**src/rtl/if_id_pkg.sv**
```systemverilog
// rtl/if_id_pkg.sv - shared types and constants for the IF/ID decoupling queue
package if_id_pkg;

    localparam int ADDR_WIDTH_DEFAULT = 64;
    localparam int INST_WIDTH_DEFAULT = 32;
    localparam logic [31:0] NOP_INST_DEFAULT = 32'h00000013;

    typedef struct packed {
        logic [ADDR_WIDTH_DEFAULT-1:0] pc;
        logic [ADDR_WIDTH_DEFAULT-1:0] pc4;
        logic [INST_WIDTH_DEFAULT-1:0] inst;
        logic                          exc;
    } fetch_entry_t;

endpackage

```
**src/rtl/if_id_queue_mem.sv**
```systemverilog
// rtl/if_id_queue_mem.sv - entry storage, one write port and an asynchronous read port
module if_id_queue_mem #(
    parameter int DEPTH  = 4,
    parameter int DATA_W = 161,
    parameter int AW     = $clog2(DEPTH)
) (
    input  logic              clk,
    input  logic              wr_en,
    input  logic [AW-1:0]     wr_addr,
    input  logic [DATA_W-1:0] wr_data,
    input  logic [AW-1:0]     rd_addr,
    output logic [DATA_W-1:0] rd_data
);

    // Storage is deliberately left unreset; occupancy tracking guards stale slots.
    logic [DATA_W-1:0] mem_q [DEPTH];

    always_ff @(posedge clk) begin
        if (wr_en) begin
            mem_q[wr_addr] <= wr_data;
        end
    end

    assign rd_data = mem_q[rd_addr];

endmodule

```
**src/rtl/if_id_pipe_queue.sv**
```systemverilog
// rtl/if_id_pipe_queue.sv - first-word-fall-through instruction buffer between fetch and decode
module if_id_pipe_queue
    import if_id_pkg::*;
#(
    parameter int          ADDR_WIDTH = ADDR_WIDTH_DEFAULT,
    parameter int          INST_WIDTH = INST_WIDTH_DEFAULT,
    parameter int          DEPTH      = 4,
    parameter logic [31:0] NOP_INST   = NOP_INST_DEFAULT,
    parameter int          PW         = $clog2(DEPTH),
    parameter int          CW         = $clog2(DEPTH) + 1
) (
    input  logic                  clk,
    input  logic                  reset,
    input  logic                  flush,
    input  logic                  f_valid,
    output logic                  f_ready,
    input  logic [ADDR_WIDTH-1:0] f_pc,
    input  logic [ADDR_WIDTH-1:0] f_pc4,
    input  logic [INST_WIDTH-1:0] f_inst,
    input  logic                  f_exc,
    output logic                  d_valid,
    input  logic                  d_ready,
    output logic [ADDR_WIDTH-1:0] d_pc,
    output logic [ADDR_WIDTH-1:0] d_pc4,
    output logic [INST_WIDTH-1:0] d_inst,
    output logic                  d_exc,
    output logic [CW-1:0]         count,
    output logic                  empty,
    output logic                  full
);

    localparam int ENTRY_W = 2 * ADDR_WIDTH + INST_WIDTH + 1;

    logic [PW-1:0]      wr_ptr_q, wr_ptr_d;
    logic [PW-1:0]      rd_ptr_q, rd_ptr_d;
    logic [CW-1:0]      count_q, count_d;
    logic               push, pop;
    logic [ENTRY_W-1:0] wr_data, rd_data;

    assign empty   = (count_q == '0);
    assign full    = (count_q == CW'(DEPTH));
    assign count   = count_q;
    assign f_ready = !full;
    assign d_valid = !empty;
    assign push    = f_valid & f_ready;
    assign pop     = d_valid & d_ready;

    assign wr_data = {f_pc, f_pc4, f_inst, f_exc};

    always_comb begin
        wr_ptr_d = wr_ptr_q;
        rd_ptr_d = rd_ptr_q;
        count_d  = count_q;
        if (push) wr_ptr_d = wr_ptr_q + PW'(1);
        if (pop)  rd_ptr_d = rd_ptr_q + PW'(1);
        if (push && !pop)      count_d = count_q + CW'(1);
        else if (pop && !push) count_d = count_q - CW'(1);
    end

    // Reset and flush both abandon in-flight handshakes on this edge.
    always_ff @(posedge clk) begin
        if (reset || flush) begin
            wr_ptr_q <= '0;
            rd_ptr_q <= '0;
            count_q  <= '0;
        end else begin
            wr_ptr_q <= wr_ptr_d;
            rd_ptr_q <= rd_ptr_d;
            count_q  <= count_d;
        end
    end

    if_id_queue_mem #(
        .DEPTH  (DEPTH),
        .DATA_W (ENTRY_W),
        .AW     (PW)
    ) u_mem (
        .clk     (clk),
        .wr_en   (push & ~flush & ~reset),
        .wr_addr (wr_ptr_q),
        .wr_data (wr_data),
        .rd_addr (rd_ptr_q),
        .rd_data (rd_data)
    );

    always_comb begin
        d_pc   = '0;
        d_pc4  = '0;
        d_inst = NOP_INST[INST_WIDTH-1:0];
        d_exc  = 1'b0;
        if (!empty) begin
            {d_pc, d_pc4, d_inst, d_exc} = rd_data;
        end
    end

endmodule

```
**config.mk**
```make
export PLATFORM = sky130hd
export DESIGN_NAME = if_id_pipe_queue
export DESIGN_NICKNAME = d
export VERILOG_FILES = /design/src/rtl/if_id_pkg.sv /design/src/rtl/if_id_queue_mem.sv /design/src/rtl/if_id_pipe_queue.sv
export SDC_FILE = /design/constraint.sdc
export NUM_CORES = 1
export LEC_CHECK = 0
export CORE_UTILIZATION = 40
export CTS_CLUSTER_DIAMETER = 200
export DETAILED_ROUTE_END_ITERATION = 12
export PLACE_DENSITY = 0.73
export SETUP_SLACK_MARGIN = 0.5
export SLEW_MARGIN = 5
export SYNTH_ARGS = -nofsm -noshare
export SYNTH_HDL_FRONTEND = slang
export SYNTH_HIERARCHICAL = 1
export SYNTH_SLANG_ARGS = --single-unit
```
**constraint.sdc**
```tcl
create_clock -name clk -period 24.1 [get_ports clk]
set_clock_uncertainty 0.1 [all_clocks]
set_input_delay 3.615 -clock clk [delete_from_list [all_inputs] [get_ports clk]]
set_output_delay 3.615 -clock clk [all_outputs]
set_load 0.01 [all_outputs]
```
# Word level (Yosys, flattened, before mapping)
# Memories as Yosys holds them, arrays and structs flattened. A register that Yosys moved wholly into a read port is not among the register bits.
# Index checks and enable logic that the tools add are counted.
[word_totals]
ff_bits = 7
latchBits = 0
ramBits = 644
rom_bits = 0
inputBits = 166
output_inout_bits = 168
wordCells = 34
n_memories = 1
[classes]
add_sub_neg = 4
n_mul = 0
div_mod_pow = 0
n_lt_le_gt_ge = 0
n_eq_ne = 1
shift = 0
mux = 10
n_bitwise = 6
n_reduce_logical = 9
[memory_table]
columns = ["memory", "words", "word_bits", "read_ports", "rd_clocked_by_memory_dff", "wr", "line_no", "text"]
rows = [
  ["u_mem.mem_q", 4, 161, 1, 1, 1, "if_id_queue_mem.sv:16", "logic [DATA_W-1:0] mem_q [DEPTH];"],
]
[op_table]
columns = ["operator", "n"]
rows = [
  ["$mux 64", 2],
  ["$mux 32", 1],
  ["$mux 3", 2],
  ["$add 2x1->2 const B", 2],
  ["$and 1x1->1", 4],
  ["$logic_not 1->1", 4],
  ["$mux 2", 2],
  ["$add 3x1->3 const B", 1],
  ["$eq 3x3->1 const B", 1],
  ["$logic_not 3->1", 1],
  ["$mux 1", 3],
  ["$sub 3x1->3 const B", 1],
  ["$logic_and 1x1->1", 2],
  ["$not 1->1", 2],
  ["$reduce_bool 2->1", 1],
  ["$logic_or 1x1->1", 1],
]

# Logic depth before layout (Yosys ltp)
# Gate-level depths: netlist (run 1).
[logic_depth]
ltp_word = 7
mapped_depth = 10
ltp_nobuf = 10

# Hierarchy
# The synthesis (run 1) kept the hierarchy.
[by_module_without_submodules]
columns = ["mod", "instances", "cells_per_inst", "area_each_um2"]
rows = [
  ["if_id_queue_mem", 1, 845, 23236.0],
  ["if_id_pipe_queue", 1, 222, 1631.6],
]

# Worst setup path after synthesis (run 1)
# OpenSTA, ideal clock, no wires.
[synth_path]
kind = "input to register"
startpoint = "in flush"
endpoint = "mem u_mem.mem_q[0][0] (enable)"
arrival_ns = 15.937
t_required_ns = 23.089
setup_slack_ns = 7.152
cell_stages = 4
cell_sequence = "or2_2 > clkbuf_1 > nor3_1 > nor3b_1"
[synth_via]
elab_chain_len = 5
[synth_rtl]
columns = ["item", "line_no", "text"]
rows = [
  ["start, declared", "if_id_pipe_queue.sv:14", "input logic flush,"],
  ["$not 1->1", "if_id_pipe_queue.sv:79", ".wr_en (push & ~flush & ~reset),"],
  ["$and 1x1->1 (2 in a row)", "if_id_pipe_queue.sv:79", ""],
  ["$mux 1", "if_id_queue_mem.sv:19", "if (wr_en) begin"],
  ["$mux 1 (not written as such)", "if_id_queue_mem.sv:20", "mem_q[wr_addr] <= wr_data;"],
  ["end, declared", "if_id_queue_mem.sv:16", ""],
]
# No other way between the ends.

==> results of run 1 <==
[tightest hold or removal path, cell delays in order, from the launching register on]
cell	delay (ns)
sky130_fd_sc_hd__dfxtp_1	0.36
sky130_fd_sc_hd__o21ai_0	0.09
sky130_fd_sc_hd__a21oi_1	0.06
[layer usage]
layer  track usage (%)  part of all wire [%]  up-vias
met5                 0                 0.061        -
met4              5.38                   2.3        4
met3              4.85                   8.2       76
met2              25.2                    49      388
met1              20.7                    40     6118
li1                  -                     -     5117
[path summary, 6_finish.rpt]
kind	from	endpoint
setup / recovery	rd_ptr_q[0]	d_pc[12]
setup reg to reg	count[0]	u_mem/mem_q[2][101]
hold / removal	wr_ptr_q[0]	wr_ptr_q[0]
hold reg to reg	wr_ptr_q[0]	wr_ptr_q[0]
[state kept, by name, summed over array words and instances, names as in the netlist]
signal / cells
u_mem/mem_q: 644
rd_ptr_q: 2
wr_ptr_q: 2
count: 3
[through the flow]
stage | instance area (µm²) | total power [mW] | setup slack [ns] | util (%) | hold WS, ns
finish | 31100 | 2.53 | 15.98 | 50.6 | 0.461
global route | 31100 | 2.62 | 15.56 | 50.6 | 0.495
CTS | 31100 | 2.57 | 15.82 | 50.6 | 0.466
detailed placement | 29000 | 1.56 | 16.47 | 47.1 | 0.457
global placement | 29000 | 1.55 | 16.48 | 47.1 | 0.421
floorplan | 24900 | 1.42 | 7.15 | - | 0.355
[cell usage in the layout (no fill, tap or decap), drive strengths merged]
cell,count
and2,158
clkbuf,84
nor3,1
buf,16
xor2,3
o21ai,3
clkinv,23
o31ai,2
or2,1
nor2,6
dfxtp,7
clkinvlp,1
fa,1
nand2,3
mux2i,1
a21oi,3
clkdlybuf4s50,333
nor3b,1
inv,10
nand2b,3
and3b,2
edfxtp,644
o211ai,1
bufinv,5
and3,1
diode,1
mux4,161
ha,1
or3,5
[final cells by class]
type,count,area [µm²],area share [%]
sequential,651,19500,62.6
inverter,4,15.0,0.0482
multi-input combinational,357,5010,16.1
timing repair buffer,349,3450,11.1
antenna,1,2.50,0.00804
tap,837,1050,3.36
clock inverter,35,325,1.04
clock buffer,84,1800,5.79
[power breakdown]
| part | total [mW] | internal (mW) | switching [mW] |
|---|---|---|---|
| Combinational | 0.265 | 0.148 | 0.117 |
| Clock | 0.997 | 0.587 | 0.411 |
| Sequential | 1.26 | 1.26 | 0.00582 |
[logic make-up after synthesis]
family / count (synthesis) / synth area share (%)
DFF: 651 / 78.3
and+or+nand+nor: 181 / 4.99
muxes: 162 / 14.6
buffers and inverters: 59 / 1.62
AOI/OAI and AO/OA: 9 / 0.211
xor gates and xnor gates: 3 / 0.106
adders and majority gates: 2 / 0.131
==> results summary, run 1 <==
The run finished with clean final reports. The arrival time at the worst endpoint is 4.40 ns. Clock tree synthesis inserted a total of 67 buffers. The hold violation count in the final report is 0. The count of instances resized after the clock tree is built is 0. The min-delay analysis places its worst path in the category register to register. The transition time at the pin with the least slew margin came out at 1.06 ns. On the worst path, the slowest cell contributes a delay of 0.81 ns. At the worst endpoint, the required time is 20.38 ns.

Before antenna repair, the detailed router went through 5 iterations. The cell count after placement is 2198. The ratio of cells with drive above 1 in the final layout is 22.2%. The flop and latch count out of synthesis is 651.

The total half-perimeter wirelength after legalization and detailed placement is 29000 µm. The post-synthesis net count came out at 1235. From bottom edge to top edge, the die measures 251 µm. Among the stages of the critical path, the cell type that occurs most often is sky130_fd_sc_hd__buf_4. The die covers 63200 µm². The wire length of the first global-routing pass came out at 75100 µm.

The post-detailed-routing wire length is 49500 µm. Yosys attributes the largest share of cell area to sky130_fd_sc_hd__edfxtp_1 (78%), sky130_fd_sc_hd__mux4_2 (15%), sky130_fd_sc_hd__and2_1 (2.7%), sky130_fd_sc_hd__and2_4 (1.8%), sky130_fd_sc_hd__buf_6 (0.95%). The total number of yosys warnings came out at 6. The count of maximum capacitance violations is 0. The worst reg2reg path depth is 6. After filler insertion, the fill cell instance count of the layout stands at 4889. The highest achievable clock rate is 123 MHz. The register-to-register setup slack came out at 20.61 ns. The clock input transition at the sequential cells of the worst setup and hold paths came out at 0.06 ns. In the final design database the tool counted 1598 nets.

The number of synthesized flops with an enable pin is 644. Headroom to the max-slew limit came out at 29.4%. The synthesized design spends more area on one cell type than any other, namely sky130_fd_sc_hd__edfxtp_1. For this design the static power due to leakage is 9.70 nW.

The number of post-CTS setup repair buffers came out at 0. In the synthesized netlist the async set-or-reset flop fraction comes to 0%. The number of cells traversed by the worst hold path came out at 2. The clock latency of the later-clocked register in the worst-skew pair came out at 0.59 ns. After detailed routing, the number of remaining DRC violations is 0. The number of buffers and inverters on the critical path came out at 3. TritonCTS built the clock tree.

The maximum fanout along the worst path is 45. Hold repair after CTS inserted 0 buffers. sky130_fd_sc_hd__edfxtp_1 is the most common cell in the netlist. The average wire length per cell after detail routing is 21.3 µm. Routability-driven placement finished with a final weighted congestion of 0.749. The CTS H-tree depth came out at 3. The number of global-route vias before repair is 12300. In this run the power density over the cells is 81.1 nW/µm².

The total of buffers placed on input and output ports came out at 333. The clock period minus final worst setup slack came out at 8.12 ns. The overall overflow remaining after global route came out at 0. The longest clock path from root to sink contains 3 buffers.

The max-slew violation total from the final report is 0. The total number of vias came out at 11700. The number of top-level pins is 334. The peak ir drop on the vdd network is 0.0000678 V. The core region is 61600 µm². In this design, the largest share of critical-path delay is due to buffers and inverters. Walking the worst path, the cells encountered are buf_4 -> buf_4 -> mux4_2 -> and2_4 -> clkdlybuf4s50_1. The post-synthesis instance total is 1067. The number of clock sinks came out at 651. The die is 251 µm wide.

The global-route usage over all layers came out at 15.8%. Averaged over all synthesized cells, the footprint is 23.3 µm². The post-route non-filler standard cell count came out at 2318. In the synthesized netlist, the cells that appear most often are sky130_fd_sc_hd__edfxtp_1 (644), sky130_fd_sc_hd__mux4_2 (161), sky130_fd_sc_hd__and2_1 (108), sky130_fd_sc_hd__and2_4 (50), sky130_fd_sc_hd__buf_6 (21).

After floorplanning, the core was divided into 91 placement rows. Setup repair after global routing left no endpoint under its margin. Setup violations remaining at the end of the flow were counted as 0. The pin count of the biggest net entering global routing came out at 87. The worst setup path is launched from a register.

The slowest stage of the critical path belongs to the cell sky130_fd_sc_hd__dfxtp_4. The remaining antenna violation count came out at 0. The worst setup path is captured at an output pin.

The logic depth of the worst setup path including buffers is 5. The effective utilization at floorplan is 40.4%. The signed area change from the synthesized netlist to the final layout came out at 25.2%.

The share of the clock period used by the worst path after layout is 33.7%. The sequential fraction of the synthesis area came out at 78.3%. The total standard cell area after synthesis is 24900 µm². The initial antenna violation count is 3. The via density per instance came out at 5.05. The top cell type by area accounts for 77.8% of the synthesized area. In this run, distinct cell masters in the synthesized netlist total 26. The sum of negative setup slack is 0 ns. The initial detailed-routing violation count is 686. The cell sitting at the root of the clock tree is a sky130_fd_sc_hd__clkbuf_16.

For this run, the leading register cell type out of synthesis is sky130_fd_sc_hd__edfxtp_1. By startpoint and endpoint, the worst setup path is classified as register to output pin.
Power figures use the tool's default switching activity.
==> inputs of run 2 (changes only) <==
clock period = 8.18 ns   (was 24.1 ns; I/O delays follow)
==> run 2 against run 1 <==
  * Setup slack got worse by 13 ns
  * Via count fell by 0.67%
  * Count of clock-buffer cells in the layout did not move
  * Combinational power rose to 3.0 times the previous value
  * Register-to-register slack got worse by 16 ns
  * Die area did not move
  * Design area rose by 0.33%
==> results summary, run 2 (synthesis gave the netlist of run 1 again) <==
The run finished with clean final reports. After detailed routing, the number of vias per cell comes to 5.00. The required time reported for the critical path endpoint is 6.85 ns.

The critical path runs through a total of 4 cells. The count of hold buffers inserted by post-cts repair is 0. The overall die area came out at 63200 µm².

The part of the total power dissipated in sequential elements is 49.6%. The number of flip-flops in the largest register is 644. The cell-internal power came out at 5.90 mW. Of the available clock period, the critical path in the final layout requires 58.5%. The number of iterations in the first detailed-routing pass came out at 5. The post-route non-filler standard cell count is 2325.

The number of clock sinks is 651. In this run the power density over the cells is 240 nW/µm². The count of nets left with antenna violations once routing finished came out at 0.

The post-detailed-routing wire length came out at 50000 µm. Of all nets on the critical path, the largest fanout is 68. For this configuration, the core starts out at a cell density of 40.4%. Hold is met by 0.472 ns.

On the critical path, the stage with the largest delay is an instance of sky130_fd_sc_hd__buf_4. The critical path starts at rd_ptr_q[1]. The worst setup path is launched from a register. The area of placed instances is 29100 µm². The total of buffers placed on input and output ports is 333. The TritonCTS buffer count came out at 71. The min-delay analysis places its worst path in the category register to register. The switching component of the power is 1.60 mW. The global-route usage over all layers came out at 16.1%. The max-slew violation total from the final report came out at 0. The final weighted congestion in routability-driven placement came out at 0.747. After layout, the minimum clock period comes to 4.79 ns. The height of the die is 251 µm. The signed area change from the synthesized netlist to the final layout is 25.7%. STA puts the critical path data arrival time at 3.46 ns. Summing over every cut layer, the via total after detailed routing is 11600.

The highest achievable clock rate is 209 MHz. The startpoint identified for the worst register-to-register timing path is count[1]. Setup repair after global routing left no endpoint under its margin. Following the worst setup path forward leads to its endpoint at d_pc4[57]. The proportion of total power due to net switching is 21.3%. Walking the worst path, the cells encountered are buf_4 -> mux4_2 -> and2_4 -> clkdlybuf4s50_1. The worst setup slack after layout came out at 3.39 ns. Counting flops per register, the top entry is u_mem/mem_q. The delay of the slowest cell on the worst path came out at 0.86 ns. The die is 251 µm wide. Cells with a size suffix above 1 make up 22.3% of the layout.

In the layout the commonest cells are sky130_fd_sc_hd__edfxtp_1 (644), sky130_fd_sc_hd__clkdlybuf4s50_1 (333), sky130_fd_sc_hd__mux4_2 (161). The cell count after placement came out at 2196. The pin count of the biggest net entering global routing is 143. The CTS H-tree depth is 3. The transition time at the pin with the least slew margin came out at 1.04 ns.

Timing analysis after detailed placement gives a worst setup slack of 3.45 ns. The number of global-route vias before repair came out at 12500. The initial antenna violation count came out at 12. The share of the core filled with cells came out at 50.7%. The DRC violation count after routing came out at 0. TritonCTS built the clock tree.

The number of top-level pins came out at 334. For the worst-skew pair, the clock arrives at the later sink with an insertion delay of 0.59 ns. The count of maximum capacitance violations is 0. The peak ir drop on the vdd network is 0.000172 V. The register-to-register setup slack is 4.80 ns. The endpoint identified for the worst register-to-register timing path is u_mem/mem_q[0][88]. The clock network is responsible for 39.9% of the overall power. STA classifies the critical path endpoint as an output pin.

The overall power of the completed layout came out at 7.51 mW. The row count came out at 91. After routing the design area is 31200 µm². The count of instances resized after the clock tree is built came out at 0. The number of buffers and inverters on the critical path is 2.

The core area is 61600 µm². The critical path is of the register to output pin type. Clock-pin slew was measured on the worst setup and hold paths at 0.06 ns.

The number of nets in the final layout is 1600. The number of setup buffers added after CTS is 0. The static leakage is 9.72 nW. The root buffer cell chosen for the clock tree is sky130_fd_sc_hd__clkbuf_16. The combinational power share came out at 10.5%.

The total half-perimeter wirelength after legalization and detailed placement is 28500 µm. The count of fill cells added during filler insertion is 4892. Global routing finished with a remaining overflow of 0.

Leaving out fill and tap cells, the most frequent cell in the layout is sky130_fd_sc_hd__edfxtp_1. Among cell families on the critical path, the largest total delay comes from buffers and inverters. The worst reg2reg path depth came out at 7. Headroom to the max-slew limit came out at 30.6%.

The hold violation count in the final report came out at 0. In this run the deepest clock path goes through 3 buffers. The sum of negative setup slack is 0 ns.

The wire length of the first global-routing pass is 76000 µm. The count of endpoints failing setup in the final report came out at 0. The average wire length per cell after detail routing came out at 21.5 µm. The initial detailed-routing violation count is 628.
==> run 2: area by class of cell <==
type | instances | area (µm²) | area share (%)
clock buffers | 84 | 1870 | 5.98
diodes | 3 | 7.51 | 0.0240
flip-flops and latches | 651 | 19500 | 62.4
clock inverters | 42 | 318 | 1.02
well taps | 837 | 1050 | 3.35
multi-input cells | 357 | 5020 | 16.1
inverters | 4 | 15.0 | 0.0481
repair buffers | 347 | 3490 | 11.2
==> run 2: worst min path at each step <==
| stage | startpoint | end | slack (ns) | depth (start not counted) |
|---|---|---|---|---|
| 2_1_floorplan | rd_ptr_q[1] | rd_ptr_q[1] | 0.35 | 2 |
| 3_3_place_gp | count[2] | count[2] | 0.44 | 2 |
| 3_5_place_dp | count[2] | count[2] | 0.47 | 2 |
| 4_1_cts | count[2] | count[2] | 0.48 | 2 |
| 5_1_grt | count[2] | count[2] | 0.50 | 2 |
| 6_report | count[2] | count[2] | 0.47 | 2 |
==> run 2: worst reg2reg max path: cells and delay by family (launching register included) <==
kind,cells,cell delay [ns]
flops,1,0.45
simple gates,4,0.82
buf+inv,3,1.60
==> run 2: routing by layer <==
layer | track usage (%) | vias up | part of all wire, %
li1 | - | 5123 | -
met5 | 0 | - | 0.25
met4 | 4.86 | 18 | 1.5
met1 | 21.2 | 6054 | 41
met3 | 5.53 | 66 | 8.6
met2 | 25.1 | 364 | 48
==> run 2: power by group through the flow <==
| stage | Clock (mW) | Sequential [mW] | Combinational (mW) |
|---|---|---|---|
| floorplan | 0 | 3.79 | 0.381 |
| finish | 2.99 | 3.73 | 0.786 |
| detailed placement | 0 | 3.80 | 0.798 |
| global route | 3.20 | 3.73 | 0.843 |
| global placement | 0 | 3.79 | 0.794 |
| CTS | 3.09 | 3.73 | 0.803 |
